File: src/rtl/add_pkg.sv
// Shared definitions for the digit-serial adder: FSM state encoding and default geometry.
package add_pkg;

  typedef enum logic [1:0] {
    IDLE = 2'd0,
    RUN  = 2'd1,
    DONE = 2'd2
  } state_t;

  localparam int ADD_WIDTH = 16;
  localparam int ADD_DIGIT = 4;

  // Digit counter width; a single-digit configuration still needs a 1-bit counter.
  function automatic int cnt_width(input int n);
    return (n > 1) ? $clog2(n) : 1;
  endfunction

endpackage

File: src/rtl/add_serial_if.sv
// Operand/result handshake bundle for add_serial.
// The sub line exists only when ADD_SERIAL_SUB_EN is defined.
interface add_serial_if
  import add_pkg::*;
#(
  parameter int WIDTH = ADD_WIDTH
);

  logic             in_valid;
  logic             in_ready;
  logic [WIDTH-1:0] num1;
  logic [WIDTH-1:0] num2;
  logic             cin;
`ifdef ADD_SERIAL_SUB_EN
  logic             sub;
`endif
  logic             out_valid;
  logic             out_ready;
  logic [WIDTH-1:0] out;
  logic             cout;
  logic             ovf;

  modport master (
    output in_valid,
    input  in_ready,
    output num1,
    output num2,
    output cin,
`ifdef ADD_SERIAL_SUB_EN
    output sub,
`endif
    input  out_valid,
    output out_ready,
    input  out,
    input  cout,
    input  ovf
  );

  modport slave (
    input  in_valid,
    output in_ready,
    input  num1,
    input  num2,
    input  cin,
`ifdef ADD_SERIAL_SUB_EN
    input  sub,
`endif
    output out_valid,
    input  out_ready,
    output out,
    output cout,
    output ovf
  );

endinterface

File: src/rtl/add_digit.sv
// Combinational DIGIT-bit ripple adder used as the per-cycle slice of add_serial.
module add_digit #(
  parameter int DIGIT = 4
) (
  input  logic [DIGIT-1:0] a,
  input  logic [DIGIT-1:0] b,
  input  logic             ci,
  output logic [DIGIT-1:0] s,
  output logic             co
);

  logic [DIGIT:0] c;

  assign c[0] = ci;

  genvar gi;
  generate
    for (gi = 0; gi < DIGIT; gi++) begin : g_bit
      assign s[gi]   = a[gi] ^ b[gi] ^ c[gi];
      assign c[gi+1] = (a[gi] & b[gi]) | (c[gi] & (a[gi] ^ b[gi]));
    end
  endgenerate

  assign co = c[DIGIT];

endmodule

File: src/rtl/add_serial.sv
// Digit-serial adder: sums DIGIT bits per cycle, LSB digit first, over WIDTH/DIGIT cycles.
// Optional subtraction mode is enabled by defining ADD_SERIAL_SUB_EN.
module add_serial
  import add_pkg::*;
#(
  parameter int WIDTH = ADD_WIDTH,
  parameter int DIGIT = ADD_DIGIT
) (
  input  logic          clk,
  input  logic          rstn,
  add_serial_if.slave   bus
);

  localparam int N  = WIDTH / DIGIT;
  localparam int CW = cnt_width(N);
  localparam logic [CW-1:0] LAST = CW'(N - 1);

  state_t           state_reg, state_next;
  logic [CW-1:0]    cnt_reg, cnt_next;
  logic             carry_reg, carry_next;
  logic [WIDTH-1:0] a_reg, a_next;
  logic [WIDTH-1:0] b_reg, b_next;
  logic [WIDTH-1:0] acc_reg, acc_next;
  logic [WIDTH-1:0] out_reg, out_next;
  logic             cout_reg, cout_next;
  logic             ovf_reg, ovf_next;

  logic [DIGIT-1:0] a_dig, b_dig, s_dig;
  logic             co_dig;
  logic [WIDTH-1:0] res;

  assign a_dig = a_reg[cnt_reg * DIGIT +: DIGIT];
  assign b_dig = b_reg[cnt_reg * DIGIT +: DIGIT];

  add_digit #(
    .DIGIT (DIGIT)
  ) u_digit (
    .a  (a_dig),
    .b  (b_dig),
    .ci (carry_reg),
    .s  (s_dig),
    .co (co_dig)
  );

  // Partial sum with the current digit merged in; becomes the result on the last digit.
  always_comb begin
    res = acc_reg;
    res[cnt_reg * DIGIT +: DIGIT] = s_dig;
  end

  always_ff @(posedge clk) begin
    if (!rstn) begin
      state_reg <= IDLE;
      cnt_reg   <= '0;
      carry_reg <= 1'b0;
      a_reg     <= '0;
      b_reg     <= '0;
      acc_reg   <= '0;
      out_reg   <= '0;
      cout_reg  <= 1'b0;
      ovf_reg   <= 1'b0;
    end else begin
      state_reg <= state_next;
      cnt_reg   <= cnt_next;
      carry_reg <= carry_next;
      a_reg     <= a_next;
      b_reg     <= b_next;
      acc_reg   <= acc_next;
      out_reg   <= out_next;
      cout_reg  <= cout_next;
      ovf_reg   <= ovf_next;
    end
  end

  always_comb begin
    state_next = state_reg;
    cnt_next   = cnt_reg;
    carry_next = carry_reg;
    a_next     = a_reg;
    b_next     = b_reg;
    acc_next   = acc_reg;
    out_next   = out_reg;
    cout_next  = cout_reg;
    ovf_next   = ovf_reg;

    case (state_reg)
      IDLE: begin
        if (bus.in_valid) begin
          state_next = RUN;
          cnt_next   = '0;
          a_next     = bus.num1;
`ifdef ADD_SERIAL_SUB_EN
          // Subtraction is a + ~b + 1; b is stored already inverted so ovf uses one rule.
          if (bus.sub) begin
            b_next     = ~bus.num2;
            carry_next = 1'b1;
          end else begin
            b_next     = bus.num2;
            carry_next = bus.cin;
          end
`else
          b_next     = bus.num2;
          carry_next = bus.cin;
`endif
        end
      end

      RUN: begin
        acc_next   = res;
        carry_next = co_dig;
        cnt_next   = cnt_reg + 1'b1;
        if (cnt_reg == LAST) begin
          state_next = DONE;
          cnt_next   = '0;
          out_next   = res;
          cout_next  = co_dig;
          ovf_next   = (a_reg[WIDTH-1] == b_reg[WIDTH-1]) &&
                       (res[WIDTH-1] != a_reg[WIDTH-1]);
        end
      end

      DONE: begin
        if (bus.out_ready) begin
          state_next = IDLE;
        end
      end

      default: begin
        state_next = IDLE;
      end
    endcase
  end

  assign bus.in_ready  = (state_reg == IDLE);
  assign bus.out_valid = (state_reg == DONE);
  assign bus.out       = out_reg;
  assign bus.cout      = cout_reg;
  assign bus.ovf       = ovf_reg;

endmodule

File: src/flat_wrapper.sv
// flat-port wrapper written by rule: the top's interface ports become plain ports
module add_serial_flat import add_pkg::*;
#(
  parameter int WIDTH = ADD_WIDTH,
  parameter int DIGIT = ADD_DIGIT
)
  (clk, rstn, bus_in_valid, bus_in_ready, bus_num1, bus_num2, bus_cin, bus_out_valid, bus_out_ready, bus_out, bus_cout, bus_ovf);
  add_serial_if #(.WIDTH(WIDTH)) bus_i ();
  input  logic clk;
  input  logic rstn;
  input wire logic [$bits(bus_i.in_valid)-1:0] bus_in_valid;
  output wire logic [$bits(bus_i.in_ready)-1:0] bus_in_ready;
  input wire logic [$bits(bus_i.num1)-1:0] bus_num1;
  input wire logic [$bits(bus_i.num2)-1:0] bus_num2;
  input wire logic [$bits(bus_i.cin)-1:0] bus_cin;
  output wire logic [$bits(bus_i.out_valid)-1:0] bus_out_valid;
  input wire logic [$bits(bus_i.out_ready)-1:0] bus_out_ready;
  output wire logic [$bits(bus_i.out)-1:0] bus_out;
  output wire logic [$bits(bus_i.cout)-1:0] bus_cout;
  output wire logic [$bits(bus_i.ovf)-1:0] bus_ovf;
  assign bus_i.in_valid = bus_in_valid;
  assign bus_in_ready = bus_i.in_ready;
  assign bus_i.num1 = bus_num1;
  assign bus_i.num2 = bus_num2;
  assign bus_i.cin = bus_cin;
  assign bus_out_valid = bus_i.out_valid;
  assign bus_i.out_ready = bus_out_ready;
  assign bus_out = bus_i.out;
  assign bus_cout = bus_i.cout;
  assign bus_ovf = bus_i.ovf;
  add_serial #(.WIDTH(WIDTH), .DIGIT(DIGIT)) u_core (.clk(clk), .rstn(rstn), .bus(bus_i));
endmodule
File: config.mk
export PLATFORM = sky130hd
export DESIGN_NAME = add_serial_flat
export DESIGN_NICKNAME = d
export VERILOG_FILES = /design/src/rtl/add_pkg.sv /design/src/rtl/add_serial_if.sv /design/src/rtl/add_digit.sv /design/src/rtl/add_serial.sv /design/src/flat_wrapper.sv
export SDC_FILE = /design/constraint.sdc
export NUM_CORES = 1
export LEC_CHECK = 0
export ABC_AREA = 1
export CORE_ASPECT_RATIO = 0.5
export CORE_MARGIN = 4
export CORE_UTILIZATION = 41
export DETAILED_ROUTE_END_ITERATION = 10
export SLEW_MARGIN = 10
export SYNTH_ARGS = -nofsm -noshare
export SYNTH_HDL_FRONTEND = slang
export SYNTH_HIERARCHICAL = 1
export SYNTH_SLANG_ARGS = --single-unit
File: constraint.sdc
create_clock -name clk -period 5.3 [get_ports clk]
set_clock_uncertainty 0.15 [all_clocks]
set_input_delay 0.795 -clock clk [delete_from_list [all_inputs] [get_ports clk]]
set_output_delay 0.795 -clock clk [all_outputs]
set_load 0.005 [all_outputs]
Word level (Yosys, flattened, before mapping). Index checks and enable logic that the tools add are counted.

Register bits: 71. Input bits: 37. Output and inout bits: 20. Logic and storage cells: 60.

$add $sub $neg: 2. Equal/unequal tests: 8. Shifts and indexed selects: 4. Multiplexer cells: 10. Bitwise operators: 20. Reductions and logical operators: 7.

Operators by type and width (count): $neg A4 Y34 (1); $shift A4 B34 Y16 const A (1); $shiftx A4 B34 Y16 (1); $shiftx A16 B5 Y4 (2); $bwmux W16 (1); $mux W2 (5); $and A1 B1 Y1 (8); $xor A1 B1 Y1 (8); $pmux W2 S3 (1); $reduce_and A2 Y1 (3); $eq A2 B2 Y1 const B (2); $ne A2 B1 Y1 const B (2); $or A1 B1 Y1 (4); $pmux W2 S2 (1); $reduce_and A3 Y1 (1); $add A2 B1 Y2 const B (1); $eq A2 B1 Y1 const B (1); $logic_not A2 Y1 (1); $ne A2 B2 Y1 const B (1); $pmux W1 S2 (1); $reduce_bool A2 Y1 (1); $eq A1 B1 Y1 (1); $logic_and A1 B1 Y1 (1); $mux W1 (1); $ne A1 B1 Y1 (1).

Logic depth before layout (Yosys ltp).
Word-level depth: 13. Gate-level depth with buffers: 19. Mapped depth without buffers: 18.

Hierarchy. The synthesis kept the hierarchy.

By module, submodules not included: add_serial (instances 1, cells each 432, area each 3171.8 um^2, seq. area each 1421.4 um^2); add_digit (instances 1, cells each 14, area each 117.6 um^2, seq. area each 0.0 um^2).

Least setup slack after synthesis. No wires, ideal clock.

Path kind: register to register. Start point: register u_core.cnt_reg[1]. End point: register u_core.ovf_reg, in the netlist u_core/bus.ovf. Setup time: 0.109 ns. Arrival time: 2.931 ns. Required time: 5.041 ns. Setup slack: 2.110 ns. Cell stages (with the launch flop): 20. Buffers on the path: 1. Period minus slack after synthesis: 3.190 ns. Path through: dfxtp_1 -> clkbuf_1 -> inv_1 -> o21ai_0 -> o22ai_1 -> fa_1 -> inv_1 -> fa_1 -> inv_1 -> fa_1 -> inv_1 -> fa_1 -> inv_1 -> inv_1 -> nor2_1 -> nand3_1 -> nand3_1 -> nand3_1 -> nand2_1 -> inv_1.

Cells in the longest elaborated chain, start to end: 13. Elaborated cells between the ends (all ways): 27. Classes of those cells: add/sub (1); eq/ne (2); shift (4); mux (1); bitwise (17); reduce/logical (2).

Ends and longest elaborated chain: from (decl) (line add_serial.sv:19) `logic [CW-1:0] cnt_reg, cnt_next;`; from (signal assigned) (line add_serial.sv:64) `cnt_reg <= cnt_next;`; $shiftx A16 B5 Y4 * (line add_serial.sv:32) `assign a_dig = a_reg[cnt_reg * DIGIT +: DIGIT];`; net u_core.a_dig[0] (line add_serial.sv:28) `logic [DIGIT-1:0] a_dig, b_dig, s_dig;`; $xor A1 B1 Y1 (line add_digit.sv:20) `assign c[gi+1] = (a[gi] & b[gi]) | (c[gi] & (a[gi] ^ b[gi]));`; $and A1 B1 Y1 (line add_digit.sv:20); $or A1 B1 Y1 * (line add_digit.sv:20); $and A1 B1 Y1 * (line add_digit.sv:20); $or A1 B1 Y1 * (line add_digit.sv:20); $and A1 B1 Y1 * (line add_digit.sv:20); $or A1 B1 Y1 * (line add_digit.sv:20); $xor A1 B1 Y1 * (line add_digit.sv:19) `assign s[gi] = a[gi] ^ b[gi] ^ c[gi];`; net u_core.s_dig[3] (line add_serial.sv:28); $shiftx A4 B34 Y16 * (line add_serial.sv:48) `res[cnt_reg * DIGIT +: DIGIT] = s_dig;`; $bwmux W16 * (line add_serial.sv:48); $ne A1 B1 Y1 * (line add_serial.sv:118) `(res[WIDTH-1] != a_reg[WIDTH-1]);`; $logic_and A1 B1 Y1 * (line add_serial.sv:117) `ovf_next = (a_reg[WIDTH-1] == b_reg[WIDTH-1]) &&`; to (signal assigned) (line add_serial.sv:71) `ovf_reg <= ovf_next;`; to (decl) (line add_serial.sv:26) `logic ovf_reg, ovf_next;`.

Mark *: on every way through the listed nets, which the timed path passes. The rest lies on a longest branch. A chain may end at the register's enable or synchronous reset.

Final worst setup path. Ends and elaborated chain as after synthesis.

==> metrics.cfg <==
[status]
run_status = finished clean

[synth]
synth_top_area_cell = dfxtp_1
ys_types = 24
synth_edf_count = 0
syn_nets = 493
ys_ff_latch = 71
netlist_instances = 446
syn_avg_cell_area_um2 = 7.38
yosys-top-cells-area = dfxtp_1, nor2_1, o21ai_0
synth.yosys.seq_area_share = 0.432
synthFlopType = dfxtp_1
synth_area_mm2 = 0.00329
synth_top_area_frac = 0.432
yosysWarnings = 6
async_reset_ff_frac = 0

[cts]
cts_setup_buffers = 0
clk_path_buf_depth = 2
cts_resized = 0
ctsRootBufferMaster = clkbuf_16
clock_latency_ps = 330
cts-hold-fix-buffers = 0
cts_tree = built
clkSlewWorstSetupHoldPaths_ps = 50
htreeDepth = 3
cts.sinks = 71
cts_made_buffers = 9

[worst_setup_path]
worst_setup_path_end_kind = flop
worstPathArrival_ps = 3600
crit_fanout = 13
crit_type = flop to flop
setup.worst_path.start_class = flop
required_ps = 5380

[sta]
post-route-min-period_ps = 3510
holdWs_ps = 314
slew_viol_final = 0
setup_viol = 0
period_share = 0.663
rsz0062_at_grt = false
fin_setup_tns_ps = 0
worst_slew_margin_rel = 0.398
fmax_mhz = 285
hold_viol_final = 0
tightestPinTransition_ps = 902

[cells_and_area]
instances_no_fill = 603
fillers = 781
layout-drive-gt1-share = 0.0444
diodes = 0
fin_nets = 538
area_delta_synth_final_pct = 25.8
fin_area_mm2 = 0.00414

[global_routing]
grt_overflow = 0
grt_util_all_layers = 0.169
antenna_found_initial = 0
grt_start_max_net_pins = 53
grt_pass1_vias = 2796
grt_pass1_wl_mm = 13.1

[power]
vdd_drop_max_v = 0.000190
powerDensity_mw_per_mm2 = 330
p_leak_uw = 0.00190

[drt]
avgRoutedWirePerCell_um = 12.5
postRouteAntennaNets = 0
vias = 2905
first_pass_iters = 4
viasPerCell = 4.82
routed_wl_mm = 7.57
drc = 0
drt_iter0_drc = 215

[min_path]
hold_path.class = flop to flop

[floorplanning]
io_pins = 57
die_h_um = 71.3
dieArea_mm2 = 0.00961
die_width_um = 135
fp-row-count = 22
core_area_mm2 = 0.00757
start_util = 0.435

[placed_design]
placed_cell_area_mm2 = 0.00386
gp_congestion = 0.791
dp_cells = 588
dpl.hpwl_mm = 5.22
place.port_buffers = 56

[flow_run]
cap_violations = 0

-- synthesized netlist by cell type, types with 2 or more instances --
cell type   n
nand3_1     9
o21a_1     17
inv_1      71
o21ai_1    19
a21oi_1    18
buf_2       9
inv_2       4
dfxtp_1    71
nand2_1    17
nand4_1     4
o22ai_1    19
fa_1        4
clkbuf_1    8
buf_6       5
nor2_1     91
ha_1        6
nor2_4      2
o21ai_0    66
-- stage by stage --
step,total power [uW],setup WS (ps),util
2_1_floorplan,748,2110,-
3_3_place_gp,818,1920,0.510
3_5_place_dp,822,1790,0.510
4_1_cts,1380,1780,0.547
5_1_grt,1440,1450,0.547
6_report,1370,1790,0.547
-- per-layer routing --
metal / share of wire / vias up / global-route usage / wire length (um)
met4: 0.015 / 0 / 0.0508 / 110
met5: 0 / - / 0 / 0
met2: 0.41 / 62 / 0.253 / 3080
met1: 0.53 / 1304 / 0.234 / 3980
li1: - / 1528 / - / -
met3: 0.053 / 11 / 0.0554 / 401
-- worst max-delay path, stage by stage (launching register included) --
cell and delay (ps):
dfxtp_1 570, inv_1 290, o21ai_0 140, o22ai_1 110, fa_1 420, inv_1 70, fa_1 160, inv_1 50
fa_1 360, inv_1 80, fa_1 400, inv_1 100, inv_1 50, nor2_1 110, nand3_1 100, nand3_1 80
nand3_1 70, nand2_1 70, inv_1 30
-- cell type report --
type                       count  area [um^2]  share of cell area
tap                          108          135              0.0327
sequential                    71         1420               0.344
timing repair buffer          58          576               0.139
multi-input combinational    276         1450               0.350
inverter                      75          282              0.0680
clock buffer                  15          278              0.0671
-- path summary, 6_finish.rpt --
kind / startpoint / end / slack, ps / cells after the start
setup reg to reg: u_core/cnt_reg[1] / u_core/bus.ovf / 1790 / 18
hold reg to reg: u_core/bus.cout / u_core/bus.cout / 310 / 2
hold / removal: u_core/bus.cout / u_core/bus.cout / 310 / 2
setup / recovery: u_core/cnt_reg[1] / u_core/bus.ovf / 1790 / 18
-- where the power goes --
part           internal (uW)  switching [uW]
combinational           87.8             135
clock                    353             203
sequential               570            17.8
-- placed cells by master (no fill, tap or decap) --
| cell | count |
|---|---|
| o21a_1 | 17 |
| nor2_1 | 91 |
| inv_2 | 4 |
| o211ai_1 | 1 |
| clkbuf_1 | 3 |
| a21oi_1 | 18 |
| nand4_1 | 4 |
| buf_4 | 2 |
| clkbuf_8 | 3 |
| inv_1 | 71 |
| nand2_1 | 17 |
| nor2_4 | 2 |
| nand2_2 | 1 |
| nand3_1 | 9 |
| clkdlybuf4s50_1 | 56 |
| o22ai_1 | 19 |
| a31oi_1 | 1 |
| fa_1 | 4 |
| clkbuf_16 | 9 |
| o21ai_1 | 19 |
| ha_1 | 6 |
| dfxtp_1 | 71 |
| nand2_4 | 1 |
| o21ai_0 | 66 |
-- cells by family (layout without fill, tap and decap cells) --
family / count (synthesis) / after routing / share of synthesized area
AO/OA/AOI/OAI: 141 / 141 / 0.236
AND/OR/NAND/NOR: 125 / 125 / 0.157
adder cells (fa/ha/maj): 10 / 10 / 0.0472
flip-flops: 71 / 71 / 0.432
buffers and inverters: 99 / 148 / 0.128
Note: power is estimated with default switching activity, not from simulation.
